File: src/rtl/capnet_mac_top.sv
`default_nettype none
// ============================================================================
// Module   : capnet_mac_top
// Function : Multi-mode streaming multiply-accumulate (dot8/dot16/sqnorm/
//            scale/colsum) with a saturated 24-bit result and done pulse.
// Revision : 1.0 - initial release
// ============================================================================
module capnet_mac_top #(
    parameter int IN_SIZE  = 19,
    parameter int OUT_SIZE = 23
) (
    input  logic                clk,
    input  logic                rst,
    input  logic                sq,
    input  logic                sc,
    input  logic                mat8,
    input  logic                mat16,
    input  logic                col_sum,
    input  logic [IN_SIZE:0]    in1,
    input  logic [IN_SIZE:0]    in2,
    output logic [OUT_SIZE:0]   out,
    output logic                done
);

    localparam int PW    = 2 * (IN_SIZE + 1);
    localparam int ACC_W = 48;

    localparam logic [0:0] S_IDLE = 1'b0;
    localparam logic [0:0] S_RUN  = 1'b1;

    localparam logic signed [ACC_W-1:0] c_SAT_MAX = (48'sd1 <<< OUT_SIZE) - 48'sd1;
    localparam logic signed [ACC_W-1:0] c_SAT_MIN = -(48'sd1 <<< OUT_SIZE);

    logic [0:0]               r_state;
    logic [3:0]               r_cnt;
    logic [3:0]               r_last;
    logic                     r_sq;
    logic                     r_col;
    logic signed [ACC_W-1:0]  r_acc;
    logic [OUT_SIZE:0]        r_out;
    logic                     r_done;

    logic                     w_start;
    logic                     w_cmd_col;
    logic [3:0]               w_cmd_last;
    logic                     w_sel_sq;
    logic                     w_sel_col;
    logic [3:0]               w_sel_last;
    logic [3:0]               w_cnt;
    logic                     w_final;
    logic signed [IN_SIZE:0]  w_mul_b;
    logic signed [PW-1:0]     w_prod;
    logic signed [ACC_W-1:0]  w_term;
    logic signed [ACC_W-1:0]  w_sum;
    logic [OUT_SIZE:0]        w_sat;

    assign w_start = (r_state == S_IDLE) && (sq || sc || mat8 || mat16 || col_sum);

    // Priority sq > sc > mat8 > mat16 > col_sum; encoded as index of last sample.
    always_comb begin
        w_cmd_col  = 1'b0;
        w_cmd_last = 4'd7;
        if (sq)         w_cmd_last = 4'd15;
        else if (sc)    w_cmd_last = 4'd0;
        else if (mat8)  w_cmd_last = 4'd7;
        else if (mat16) w_cmd_last = 4'd15;
        else            w_cmd_col  = 1'b1;
    end

    // On the start edge the fresh command decides; afterwards the latched mode.
    assign w_sel_sq   = w_start ? sq         : r_sq;
    assign w_sel_col  = w_start ? w_cmd_col  : r_col;
    assign w_sel_last = w_start ? w_cmd_last : r_last;
    assign w_cnt      = w_start ? 4'd0       : r_cnt;
    assign w_final    = (w_cnt == w_sel_last);

    assign w_mul_b = w_sel_sq ? $signed(in1) : $signed(in2);
    assign w_prod  = $signed(in1) * w_mul_b;
    assign w_term  = w_sel_col ? {{(ACC_W-IN_SIZE-1){in1[IN_SIZE]}}, in1}
                               : {{(ACC_W-PW){w_prod[PW-1]}}, w_prod};
    assign w_sum   = (w_start ? '0 : r_acc) + w_term;

    always_comb begin
        w_sat = w_sum[OUT_SIZE:0];
        if (w_sum > c_SAT_MAX)      w_sat = c_SAT_MAX[OUT_SIZE:0];
        else if (w_sum < c_SAT_MIN) w_sat = c_SAT_MIN[OUT_SIZE:0];
    end

    always_ff @(posedge clk) begin
        if (rst) begin
            r_state <= S_IDLE;
            r_cnt   <= '0;
            r_last  <= '0;
            r_sq    <= 1'b0;
            r_col   <= 1'b0;
            r_acc   <= '0;
            r_out   <= '0;
            r_done  <= 1'b0;
        end else begin
            r_done <= 1'b0;
            if (w_start || (r_state == S_RUN)) begin
                if (w_start) begin
                    r_sq   <= sq;
                    r_col  <= w_cmd_col;
                    r_last <= w_cmd_last;
                end
                r_acc <= w_sum;
                r_cnt <= w_cnt + 4'd1;
                if (w_final) begin
                    r_out   <= w_sat;
                    r_done  <= 1'b1;
                    r_state <= S_IDLE;
                end else begin
                    r_state <= S_RUN;
                end
            end
        end
    end

    assign out  = r_out;
    assign done = r_done;

endmodule
`default_nettype wire

File: config.mk
export PLATFORM = sky130hd
export DESIGN_NAME = capnet_mac_top
export DESIGN_NICKNAME = d
export VERILOG_FILES = /design/src/rtl/capnet_mac_top.sv
export SDC_FILE = /design/constraint.sdc
export NUM_CORES = 1
export LEC_CHECK = 0
export BUFFER_PORTS_ARGS = -buffer_cell sky130_fd_sc_hd__buf_2
export CAP_MARGIN = 20
export CORE_MARGIN = 1
export CORE_UTILIZATION = 26
export DETAILED_ROUTE_END_ITERATION = 16
export PLACE_DENSITY = 0.47
export SYNTH_ARGS = -nofsm -noshare
export SYNTH_HDL_FRONTEND = slang
export SYNTH_SLANG_ARGS = --single-unit
File: constraint.sdc
create_clock -name clk -period 18.6 [get_ports clk]
set_input_delay 3.72 -clock clk [delete_from_list [all_inputs] [get_ports clk]]
set_output_delay 3.72 -clock clk [all_outputs]
set_load 0.01 [all_outputs]
==> impl_metrics.csv <==
group,metric,value,unit
sta,final_critical_path_setup_slack,2214,ps
synth,syn_std_cell_area,22390,µm²
synth,post_synthesis_sequential_element_count,84,
synth,syn-mean-instance-area,8.368,µm²
critical_path,reg2reg_setup_slack,5500,ps
layout,drive_gt1_share,6.106,%
routing,route.top_layer_used,"met5",
layout,antenna-diode-count,0,
sta,grt_setup_unrepaired,"no",
hold_path,worstHoldEndpoint,"r_acc[40]",
sta,fin_tns_setup,0,ps
sta,final.setup_skew,11.61,ps
layout,layout-area-overhead-vs-synth,8.040,%
clock_network,worstSkewPairLatency,350,ps
routing,route.antenna.remaining_nets,0,
sta,fmaxAchievable,61.03,MHz
clock_network,clk_root_buffer_cell,"sky130_fd_sc_hd__clkbuf_16",
critical_path,crit-reg2reg-capture,"out[3]",
critical_path,timing.setup.critical_path_class,"in -> reg",
routing,wl_met3,1.292,mm
synth,netlist-cell-type-count,81,
grt,track_usage,14.91,%
routing,drtPass1Iterations,5,
synth,synth_edf_count,0,
critical_path,worst-endpoint-arrival,16560,ps
sta,timing_worst_slew_pin_value,1001,ps
synth,synthCells,2676,
clock_network,cts.repair.resized,0,
synth,synth.top_cell.area_share,37.64,%
synth,most_frequent_cell_after_synthesis,"sky130_fd_sc_hd__inv_1",
clock_network,cts_setup_buffers,0,
placed_design,preCtsSetupSlack,1902,ps
sta,worst_slew_margin_rel,33.29,%
hold_path,worstHoldPathType,"reg -> reg",
clock_network,clock_tree_from_tritoncts,"done",
grt,grt_pass1_vias,18300,
routing,avgViaCountPerCell,4.560,
clock_network,cts_inserted_buffers,9,
grt,antenna_found_initial,2,
grt,grt_pass1_wl,101.9,mm
synth,ys_top_cells_by_area,"sky130_fd_sc_hd__fa_1, sky130_fd_sc_hd__ha_1, sky130_fd_sc_hd__inv_1, sky130_fd_sc_hd__dfxtp_1, sky130_fd_sc_hd__nand2_1",
floorplan,die-height,295.5,µm
critical_path,crit_fanout,18,
clock_network,ctsLongestPathBuffers,2,
critical_path,worst-r2r-cell-count,38,
critical_path,startpoint_types,"input pin",
grt,largest_net_degree_at_the_start_of_global_routing,60,
routing,drt_iter0_markers,807,
clock_network,clkSlewWorstSetupHoldPaths,70,ps
synth,yosys_warnings,0,
floorplan,floorplan.die.width,295.5,µm
placed_design,buffer_ports.inserted,71,
floorplan,top_level_ports,72,
grt,grt.overflow.total,0,
synth,synth-main-ff-cell,"sky130_fd_sc_hd__dfxtp_1",
placed_design,dpl_cell_area,23880,µm²
synth,synth.top_cells.by_count,"sky130_fd_sc_hd__inv_1, sky130_fd_sc_hd__fa_1, sky130_fd_sc_hd__nand2_1",
sta,finalWorstPathRequiredPeriod,16390,ps
synth,synth_top_cell_by_area,"sky130_fd_sc_hd__fa_1",
critical_path,crit_end_element,"flop",
clock_network,numClockSinks,84,
routing,drcViolationCount,0,
hold_path,hp-start,"r_acc[40]",
placed_design,place_hpwl,51.58,mm
sta,number_of_failing_setup_endpoints_in_the_final_timing_report,0,
job,max_cap_viol_count,0,
sta,slew_violations,0,
synth,yosysSeqAreaShare,7.510,%
sta,timing.final.hold_violations,0,
critical_path,crit_required,18780,ps
outcome,run_status,"finished, final reports clean",
routing,post_drt_wl_per_cell,16.53,µm
routing,dr_total_vias,17320,
floorplan,floorplan.initialDensity,26.26,%
hold_path,hold_depth,2,
clock_network,cts_hold_repair.buffers,0,
critical_path,cell_type_with_the_highest_occurrence_count_on_the_critical_path,"sky130_fd_sc_hd__fa_1",
layout,n_fill_cell,9270,
clock_network,ctsHtreeMaxLevel,3,
synth,postSynth.asyncResetShare,0,%
sta,final.period_utilization,88.10,%
routing,total_length_of_routed_wires,62.77,mm
routing,wl_met2,31.63,mm
layout,fin_nets,3272,
routing,wirelength_met1,28.77,mm
layout,finalInstanceArea,24190,µm²
placed_design,final_weighted_congestion_in_routability_driven_placement,0.8730,
critical_path,regToRegStartpoint,"r_state",
floorplan,core_region_area,85280,µm²
synth,synth.net_count,3299,
critical_path,critical-path-slowest-cell,"sky130_fd_sc_hd__and2_1",
critical_path,timing.critical_path.slowest_cell_delay,870,ps
floorplan,die_area,87300,µm²
floorplan,rows,107,
## cell usage in the layout, fill, tap and decap left out, drive strengths merged, types with 4 or more instances in the layout
cell type	netlist	routed
inv	477	477
fa	421	421
nand2	369	369
ha	155	155
nor2	149	149
and2	143	143
a21oi	132	132
nor2b	130	130
buf	7	93
dfxtp	84	84
o21ai	75	75
xnor2	51	51
xor2	38	38
a21o	36	36
a211oi	29	29
o21a	27	27
nand3	25	25
o32ai	18	18
nor3	17	17
nand4	15	15
nand2b	14	14
o211ai	12	12
a31oi	12	12
clkbuf	124	9
or2	8	8
and3	8	8
and4	6	6
a31o	6	6
nor4	6	6
o21bai	5	5
o31ai	5	5
mux2i	5	5
o211a	4	4
a311oi	4	4
a21boi	4	4
## kinds of logic after synthesis
group | Yosys count | synth area share, %
AOI/OAI and AO/OA | 401 | 12.24
xor gates and xnor gates | 89 | 3.481
adders and majority gates | 576 | 46.30
buffers and inverters | 608 | 10.31
DFF | 84 | 7.510
muxes | 9 | 0.4749
and+or+nand+nor | 909 | 19.68
## final cells by class
class / count / area [µm²] / area share, %
clock inverter: 6 / 90.09 / 0.3724
sequential: 84 / 1682 / 6.951
multi-input combinational: 1984 / 18450 / 76.27
timing repair buffer: 93 / 523.0 / 2.162
inverter: 477 / 1790 / 7.401
tap: 1144 / 1431 / 5.916
clock buffer: 9 / 225.2 / 0.9309
## per-layer routing
layer	up-vias	global-route usage, %
li1	8293	-
met1	8765	19.61
met2	209	26.96
met3	47	0.9472
met4	2	2.565
met5	-	0
## worst max-delay path: cells and delay by family
family | cells | cell delay, ps
fa+ha+maj | 9 | 4920
compound gates | 13 | 2940
simple gates | 7 | 2390
mux | 2 | 1000
buf+inv | 7 | 880
xor+xnor | 2 | 670
## flip-flops by register name, summed over array words and instances, names as in the netlist
name,flops
done,1
out,24
r_acc,48
r_cnt,4
r_col,1
r_last,4
r_sq,1
r_state,1
## per-stage QoR
step | hold slack [ps] | cells | util (%)
CTS | 448.4 | 3797 | 28.37
global route | 463.3 | 3797 | 28.37
floorplan | 427.3 | 2676 | -
finish | 445.5 | 3797 | 28.37
global placement | 434.8 | 3782 | 28.00
detailed placement | 439.1 | 3782 | 28.00
## how the worst max path moves through the flow
stage	depth (start not counted)	to	start	slack, ps
global route	40	out[3]	sq	1340
floorplan	40	out[12]	sq	3610
detailed placement	40	out[3]	sq	1900
CTS	40	out[3]	sq	2200
finish	40	out[3]	sq	2210
global placement	40	out[5]	sq	1970
Power is left out: the tool's default activity adds up to more than one toggle a clock period on the data nets, which glitch-free logic cannot reach.
